## config.mk

```make
export PLATFORM = sky130hd
export DESIGN_NAME = diffeq_job_sequencer
export DESIGN_NICKNAME = d
export VERILOG_FILES = /design/src/rtl/diffeq_job_sequencer_pkg.sv /design/src/rtl/diffeq_job_table.sv /design/src/rtl/diffeq_job_sequencer.sv
export SDC_FILE = /design/constraint.sdc
export NUM_CORES = 1
export LEC_CHECK = 0
export ABC_AREA = 1
export ABC_CLOCK_PERIOD_IN_PS = 4500
export CORE_ASPECT_RATIO = 0.5
export CORE_MARGIN = 1.5
export CORE_UTILIZATION = 25
export DETAILED_ROUTE_END_ITERATION = 6
export SLEW_MARGIN = 15
export SYNTH_ARGS = -nofsm -noshare
export SYNTH_HDL_FRONTEND = slang
export SYNTH_SLANG_ARGS = --single-unit
export TNS_END_PERCENT = 20
```

## constraint.sdc

```tcl
create_clock -name clk -period 4.5 [get_ports clk]
set_input_delay 0.45 -clock clk [delete_from_list [all_inputs] [get_ports clk]]
set_output_delay 0.45 -clock clk [all_outputs]
set_load 0.1 [all_outputs]
```

## src/rtl/diffeq_job_sequencer_pkg.sv

```systemverilog
// rtl/diffeq_job_sequencer_pkg.sv - shared widths and FSM encoding for the diffeq job sequencer
package diffeq_job_sequencer_pkg;

  localparam int DEF_DATA_WIDTH     = 32;
  localparam int DEF_JOB_ADDR_WIDTH = 4;
  localparam int DEF_STEP_WIDTH     = 16;
  localparam int DEF_MAX_STEPS      = 1000;

  typedef enum logic [2:0] {
    S_IDLE  = 3'd0,
    S_FETCH = 3'd1,
    S_CLEAR = 3'd2,
    S_RUN   = 3'd3,
    S_EMIT  = 3'd4,
    S_FIN   = 3'd5
  } seq_state_e;

endpackage

```

## src/rtl/diffeq_job_table.sv

```systemverilog
// rtl/diffeq_job_table.sv - job table: synchronous write, combinational read, {a, dx} per entry
module diffeq_job_table #(
  parameter int ADDR_WIDTH = 4,
  parameter int DATA_WIDTH = 32
) (
  input  logic                    clk,
  input  logic                    we_i,
  input  logic [ADDR_WIDTH-1:0]   waddr_i,
  input  logic [2*DATA_WIDTH-1:0] wdata_i,
  input  logic [ADDR_WIDTH-1:0]   raddr_i,
  output logic [2*DATA_WIDTH-1:0] rdata_o
);

  // No reset: job contents must survive a sequencer reset.
  logic [2*DATA_WIDTH-1:0] mem_q [2**ADDR_WIDTH];

  always_ff @(posedge clk) begin
    if (we_i) begin
      mem_q[waddr_i] <= wdata_i;
    end
  end

  assign rdata_o = mem_q[raddr_i];

endmodule

```

## src/rtl/diffeq_job_sequencer.sv

```systemverilog
// rtl/diffeq_job_sequencer.sv - runs a table of (a, dx) jobs through the diffeq solver and returns results
module diffeq_job_sequencer
  import diffeq_job_sequencer_pkg::*;
#(
  parameter int DATA_WIDTH     = DEF_DATA_WIDTH,
  parameter int JOB_ADDR_WIDTH = DEF_JOB_ADDR_WIDTH,
  parameter int STEP_WIDTH     = DEF_STEP_WIDTH,
  parameter int MAX_STEPS      = DEF_MAX_STEPS
) (
  input  logic                      clk,
  input  logic                      reset,
  input  logic                      job_we,
  input  logic [JOB_ADDR_WIDTH-1:0] job_addr,
  input  logic [DATA_WIDTH-1:0]     job_a,
  input  logic [DATA_WIDTH-1:0]     job_dx,
  input  logic [JOB_ADDR_WIDTH:0]   num_jobs,
  input  logic                      start,
  output logic                      busy,
  output logic                      done,
  output logic                      solver_reset,
  output logic [DATA_WIDTH-1:0]     aport,
  output logic [DATA_WIDTH-1:0]     dxport,
  input  logic [DATA_WIDTH-1:0]     xport,
  input  logic [DATA_WIDTH-1:0]     yport,
  input  logic [DATA_WIDTH-1:0]     uport,
  output logic                      res_valid,
  input  logic                      res_ready,
  output logic [JOB_ADDR_WIDTH-1:0] res_idx,
  output logic [DATA_WIDTH-1:0]     res_y,
  output logic [DATA_WIDTH-1:0]     res_u,
  output logic [STEP_WIDTH-1:0]     res_steps,
  output logic                      res_timeout
);

  localparam logic [JOB_ADDR_WIDTH:0] NUM_ENTRIES = {1'b1, {JOB_ADDR_WIDTH{1'b0}}};
  localparam logic [STEP_WIDTH-1:0]   LAST_STEP   = STEP_WIDTH'(MAX_STEPS - 1);

  seq_state_e                state_q, state_d;
  logic [JOB_ADDR_WIDTH-1:0] idx_q, idx_d;
  logic [JOB_ADDR_WIDTH-1:0] last_q, last_d;
  logic [STEP_WIDTH-1:0]     steps_q, steps_d;
  logic [DATA_WIDTH-1:0]     a_q, a_d;
  logic [DATA_WIDTH-1:0]     dx_q, dx_d;
  logic [DATA_WIDTH-1:0]     y_q, y_d;
  logic [DATA_WIDTH-1:0]     u_q, u_d;
  logic                      timeout_q, timeout_d;

  logic                      tbl_we;
  logic [2*DATA_WIDTH-1:0]   tbl_rdata;

  assign tbl_we = job_we && (state_q == S_IDLE);

  diffeq_job_table #(
    .ADDR_WIDTH (JOB_ADDR_WIDTH),
    .DATA_WIDTH (DATA_WIDTH)
  ) u_table (
    .clk     (clk),
    .we_i    (tbl_we),
    .waddr_i (job_addr),
    .wdata_i ({job_a, job_dx}),
    .raddr_i (idx_q),
    .rdata_o (tbl_rdata)
  );

  always_comb begin
    state_d   = state_q;
    idx_d     = idx_q;
    last_d    = last_q;
    steps_d   = steps_q;
    a_d       = a_q;
    dx_d      = dx_q;
    y_d       = y_q;
    u_d       = u_q;
    timeout_d = timeout_q;

    unique case (state_q)
      S_IDLE: begin
        if (start) begin
          if (num_jobs == '0) begin
            state_d = S_FIN;
          end else begin
            // A count of exactly 2**W wraps to all-ones below, matching the clamp.
            last_d  = (num_jobs > NUM_ENTRIES) ? '1
                                               : num_jobs[JOB_ADDR_WIDTH-1:0] - 1'b1;
            idx_d   = '0;
            state_d = S_FETCH;
          end
        end
      end
      S_FETCH: begin
        a_d     = tbl_rdata[2*DATA_WIDTH-1:DATA_WIDTH];
        dx_d    = tbl_rdata[DATA_WIDTH-1:0];
        state_d = S_CLEAR;
      end
      S_CLEAR: begin
        steps_d = '0;
        state_d = S_RUN;
      end
      S_RUN: begin
        if (xport >= a_q) begin
          y_d       = yport;
          u_d       = uport;
          timeout_d = 1'b0;
          state_d   = S_EMIT;
        end else if (steps_q == LAST_STEP) begin
          steps_d   = steps_q + 1'b1;
          y_d       = yport;
          u_d       = uport;
          timeout_d = 1'b1;
          state_d   = S_EMIT;
        end else begin
          steps_d = steps_q + 1'b1;
        end
      end
      S_EMIT: begin
        if (res_ready) begin
          if (idx_q == last_q) begin
            state_d = S_FIN;
          end else begin
            idx_d   = idx_q + 1'b1;
            state_d = S_FETCH;
          end
        end
      end
      S_FIN: begin
        state_d = S_IDLE;
      end
      default: begin
        state_d = S_IDLE;
      end
    endcase
  end

  always_ff @(posedge clk) begin
    if (reset) begin
      state_q   <= S_IDLE;
      idx_q     <= '0;
      last_q    <= '0;
      steps_q   <= '0;
      a_q       <= '0;
      dx_q      <= '0;
      y_q       <= '0;
      u_q       <= '0;
      timeout_q <= 1'b0;
    end else begin
      state_q   <= state_d;
      idx_q     <= idx_d;
      last_q    <= last_d;
      steps_q   <= steps_d;
      a_q       <= a_d;
      dx_q      <= dx_d;
      y_q       <= y_d;
      u_q       <= u_d;
      timeout_q <= timeout_d;
    end
  end

  assign busy         = (state_q != S_IDLE);
  assign done         = (state_q == S_FIN);
  assign solver_reset = reset || (state_q == S_CLEAR);
  assign res_valid    = (state_q == S_EMIT);
  assign aport        = a_q;
  assign dxport       = dx_q;
  assign res_idx      = idx_q;
  assign res_y        = y_q;
  assign res_u        = u_q;
  assign res_steps    = steps_q;
  assign res_timeout  = timeout_q;

endmodule
```

* Word level (Yosys, flattened, before mapping) *
Memory sizes are Yosys's and may differ from the RTL's. A register that Yosys moved wholly into a read port is not among the register bits.
Index checks and enable logic that the tools add are counted.

word-level totals
  flip-flop bits (word level) = 92
  memory bits (writable) = 1024
  output and inout port bits = 153
  memories kept = 1

cells by class
  add/subtract/negate cells = 3
  order comparisons = 2
  eq/ne operators = 13
  mux-type cells = 23
  bitwise gates (word level) = 1
  reduce and logical (&&, ||, !) cells = 13

memories
  name           words  width  read ports  clocked after Yosys merged registers in  write ports  RTL line                text
  u_table.mem_q  16     64     1           1                                        1            diffeq_job_table.sv:15  logic [2*DATA_WIDTH-1:0] mem_q [2**ADDR_WIDTH];

operators by type and width
  cell                                                                 number
  32-bit 2-to-1 mux                                                    4
  32-bit >= comparator                                                 1
  16-bit case mux with 2 select lines                                  1
  4-bit 2-to-1 mux                                                     5
  3-bit 2-to-1 mux                                                     6
  16-bit by 1-bit adder with 16-bit output (second input constant)     1
  16-bit by 10-bit == test with 1-bit output (second input constant)   1
  16-bit 2-to-1 mux                                                    1
  3-bit case mux with 5 select lines                                   1
  2-bit != test (second input constant)                                4
  4-bit case mux with 2 select lines                                   1
  3-bit by 2-bit == test with 1-bit output (second input constant)     2
  3-bit == test (second input constant)                                2
  3-bit AND reduction                                                  2
  2-bit nonzero test                                                   3
  5-bit greater-than comparator (second input constant)                1
  5-bit logical NOT                                                    1
  5-bit AND reduction                                                  1
  4-bit by 1-bit adder with 4-bit output (second input constant)       1
  4-bit == test                                                        1
  1-bit 2-to-1 mux                                                     4
  2-bit AND reduction                                                  2
  4-bit by 1-bit subtractor with 4-bit output (second input constant)  1
  3-bit by 1-bit == test with 1-bit output (second input constant)     1
  other kinds (7)                                                      7

* Longest topological paths before layout *
  depth in word-level cells = 4
  gate-level depth with buffers = 18
  depth with buffers taken out = 17

* Modules after synthesis *
From an unflattened synthesis, not the netlist that was laid out.

unflattened totals
  cells, all modules = 5059
  area total of the unflattened synthesis = 50995.2 µm²

by module, submodules not included
  module                times used  cells an instance  area an instance (µm²)  seq. area each (µm²)
  diffeq_job_table      1           4146               44004.7                 30749.5
  diffeq_job_sequencer  1           913                6990.5                  3123.0

* Worst setup path before layout *
Ideal clock, no wire load.

  kind = register -> register
  from = reg state_q[1]
  to = mem u_table.mem_q[11][0] (netlist name), enable pin
  library setup time = 0.487 ns
  arrival time = 4.197 ns
  slack = -0.184 ns
  stages on the path, launching flop included = 8
  path buffers = 0
  period minus slack after synthesis = 4.684 ns
  cell sequence = dfxtp_1 > nor2_1 > inv_1 > nor2_1 > inv_1 > nor2_1 > nand3_1 > nor2_1

between the ends
  cells in the longest elaborated chain, start to end = 4

ends and longest elaborated chain
  what                                    RTL line                     text
  start, declared                         diffeq_job_sequencer.sv:38   seq_state_e state_q, state_d;
  start signal, assigned                  diffeq_job_sequencer.sv:146  state_q <= state_d;
  3-bit logical NOT                       diffeq_job_sequencer.sv:51   assign tbl_we = job_we && (state_q == S_IDLE);
  1-bit logical AND                       diffeq_job_sequencer.sv:51
  1-bit 2-to-1 mux                        diffeq_job_table.sv:18       if (we_i) begin
  1-bit 2-to-1 mux (implied by the code)  diffeq_job_table.sv:19       mem_q[waddr_i] <= wdata_i;
  end, declared                           diffeq_job_table.sv:15

Every way passes these cells.

* Worst setup path after layout *
  from = reg state_q[2]
  to = out res_valid

between the ends
  cells in the longest elaborated chain, start to end = 1

ends and longest elaborated chain
  what           RTL line                     text
  3-bit == test  diffeq_job_sequencer.sv:161  assign res_valid = (state_q == S_EMIT);
  end, declared  diffeq_job_sequencer.sv:26   output logic res_valid,

Every way passes these cells.

==> summary.md <==
| Metric | Value |
|---|---|
| Final Hold Fails | 0 |
| Syn_nets | between 4000 and 5000 |
| Vias in the first global route | 29200 |
| Period utilisation layout | between 70% and 80% |
| Share of cells above drive strength 1 | 6.69% |
| Seq cells post-synth | between 1000 and 1500 |
| Worst-margin pin slew | 1.13 ns |
| Combinational family with the most area after synthesis | compound AO/OA/AOI/OAI gates |
| Tmin final | 3.42 ns |
| Setup TNS | 0 ns |
| Reg-to-Reg End | res_u[0] |
| IO Count | around 330 |
| Synth Area in Adders | 0.967% |
| Crit path cell chain | inv_1 -> nor2_1 -> clkdlybuf4s50_1 |
| Post-CTS setup buffers | 0 |
| RR Startpoint | aport[3] |
| Design area | 56500 um2 |
| CTS Buffer Depth | 3 |
| Yosys warning count | 0 |
| Post-synth EDFFs | 1024 |
| Cell accounting for the most synthesized area | edfxtp_1 |
| Area delta synth->final | 21.4% |
| DP Area | 52700 um2 |
| Cell Pwr Density | just under 600 nW/um2 |
| GRT overflow | 0 |
| Post-CTS Hold Fix Bufs | 0 |
| ANT nets after route | 0 |
| Critical path required time | 4.05 ns |
| Total power | approximately 33 mW |
| All-Layer GR Usage | 13.5% |
| Min-delay worst type | input port to flop |
| Nets | 4271 |
| Crit path kind | flop to primary output |
| Synth Instances | 3806 |
| CP max stage delay | 1.27 ns |
| Post-synthesis cell type count | 38 |
| Ys flop type | edfxtp_1 |
| Sequential share of the synthesized area | just over 70% |
| Largest fanout on the critical path | 6 |
| CTS sink count | roughly 1200 |
| Routed WL | between 100000 and 150000 um |
| First-pass GRT wire length | 194000 um |
| Drc violations | 0 |
| Synth top area share | 66.0% |
| Post-CTS sizing | 0 |
| Peak VDD IR | 0.421 mV |
| Fmax | just under 300 MHz |
| Clk pin slew, worst setup/hold paths | about 0.07 ns |
| DP HPWL | 70800 um |
| DRT Pass-1 Iters | 6 |
| Most frequent cells after synthesis | 1024 x edfxtp_1, 831 x nor2_1, 607 x o21ai_0 |
| Hold path depth | 4 |
| Critical path arrival | between 2 and 3 ns |
| Vias per std cell | roughly 4.7 |
| Mux cell area share after synthesis | 0% |
| Max-slew violations | 0 |
| Core area | approximately 180000 um2 |
| RSZ-0062 raised after global routing | no |
| Root Driver | clkbuf_16 |
| Worst r2r path cells | 17 |
| Via count | 31200 |
| Top-count cell post-synth | edfxtp_1 |
| Final setup violation count | 0 |
| Utilization after layout | a little under a third |
| Die Height | 308 um |
| Synthesized area | 46600 um2 |
| R2r setup slk | 1.42 ns |
| Slew HR | 24.2% |
| Asr flop ratio synth | 0% |
| Run status | finished clean |
| Worst Skew | 0.0473 ns |
| Post-detailed-route wirelength per cell | 20.0 um |
| Post-synthesis xor/xnor area fraction | 0.320% |
| P_leak | between 15 and 20 nW |
| 1st-iter DRT viols | about 3400 |
| Syn avg cell area | roughly 12 um2 |
| Startpoint types | flop |
| Gpl congestion | 0.800 |
| Min-delay src | reset |
| Largest net degree at the start of global routing | between 100 and 150 |
| Core Rows | 111 |
| Crit path capture type | primary output |
| Slowest CP cell | clkdlybuf4s50_1 |
| Htree depth | 3 |
| Die area | 189000 um2 |
| Hold EP | aport[9] |
| Initial antenna violation count | 12 |
| Simple-Gate Fraction of Synth Area | roughly 8.4% |
| Synth area leaders | edfxtp_1 66%, dfxtp_1 6.7%, nor2_1 6.7%, o21ai_0 6.5%, o22ai_1 3.2% |
| Initial core utilization | 25.3% |
| Synth Area in Compound Gates | around 14% |
| Maxcap violations | 0 |
| Port bufs | 326 |
| CTS tree | yes |
| Fillcell total | 18500 |
| Clk_lat worst skew | 0.74 ns |
| TritonCTS buffer count | 114 |
| Die Span X | 613 um |
[state kept, by name (all words and copies together), names as in the netlist]
name,flops
aport,32
res_idx,4
u_table.mem_q,1024
state_q,3
last_q,4
dxport,32
res_y,32
res_u,32
res_steps,16
res_timeout,1
[cell type report]
class / count / area (um2) / share of cell area (%)
Antenna cell: 7 / 17.5 / 0.0310
Clock buffer: 144 / 3040 / 5.37
Clock inverter: 67 / 810 / 1.43
Inverter: 142 / 556 / 0.982
Multi-Input combinational cell: 2225 / 11100 / 19.6
Sequential cell: 1180 / 33900 / 59.9
Tap cell: 2486 / 3110 / 5.50
Timing Repair Buffer: 398 / 4060 / 7.18
[metrics by stage]
| step | setup WS, ns | hold slack (ns) | cells |
|---|---|---|---|
| final | 1.08 | 0.232 | 6649 |
| after global routing | 0.985 | 0.258 | 6647 |
| after CTS | 1.05 | 0.205 | 6642 |
| after detailed placement | 1.11 | 0.470 | 6431 |
| after global placement | 1.10 | 0.462 | 6431 |
| after floorplan | -0.184 | 0.458 | 3806 |
[worst max-delay path by stage]
stage               slack [ns]  cells past startpoint                    to        from
floorplan                -0.18                      7  u_table.mem_q[11][0]  state_q[1]
global route              0.99                      3             res_valid  state_q[2]
finish                    1.08                      3             res_valid  state_q[2]
detailed placement        1.11                     13             res_y[27]   xport[31]
global placement          1.10                     17             res_y[23]    xport[7]
CTS                       1.05                      3             res_valid  state_q[2]
[worst max-delay path: cells and delay by family (launching register included)]
| kind | cells | cell delay, ns |
|---|---|---|
| DFF | 1 | 0.47 |
| buffers and inverters | 2 | 1.38 |
| and+or+nand+nor | 1 | 0.42 |
[report_power, final]
group / internal (mW) / leakage (nW) / switching [mW]
combinational: 2.73 / 6.01 / 7.46
sequential: 12.5 / 10.5 / 0.345
clock: 5.60 / 1.86 / 4.20
[per-layer routing]
| metal | vias to the layer above | part of all wire, % | GRT usage, % | routed length (um) |
|---|---|---|---|---|
| li1 | 14400 | - | - | - |
| met1 | 15600 | 42 | 17.5 | 55200 |
| met2 | 960 | 50 | 23.4 | 66600 |
| met3 | 215 | 5.4 | 1.70 | 7240 |
| met4 | 0 | 2.8 | 4.47 | 3750 |
| met5 | - | 0 | 0 | 0 |
[cell usage in the layout, fill, tap and decap left out, types with 2 or more instances in the layout]
cell type	instances
edfxtp_1	1024
nor2_1	815
o21ai_0	607
clkdlybuf4s50_1	325
o22ai_1	237
o21ai_1	171
dfxtp_1	152
inv_1	134
clkbuf_16	114
nand2_1	86
a21oi_1	66
nand3_1	55
buf_4	51
o221ai_1	46
ha_1	36
o21bai_1	24
clkbuf_1	23
clkinv_1	21
buf_12	21
clkinv_2	19
nor2_4	16
bufinv_16	14
xor2_1	11
nor3_1	9
o211ai_1	9
nand4_1	8
diode_2	7
clkbuf_8	7
xnor2_1	6
inv_6	5
or2_2	5
a221oi_1	4
clkinv_16	4
clkinv_4	4
dfxtp_4	4
clkinvlp_4	3
nor4_1	2
a211oi_1	2
[cell families after synthesis]
| family | count (synthesis) |
|---|---|
| flip-flops | 1180 |
| AO/OA/AOI/OAI | 1170 |
| AND/OR/NAND/NOR | 1002 |
| buffers and inverters | 401 |
| adder cells (fa/ha/maj) | 36 |
| XOR/XNOR | 17 |
Note: power is estimated with default switching activity, not from simulation.
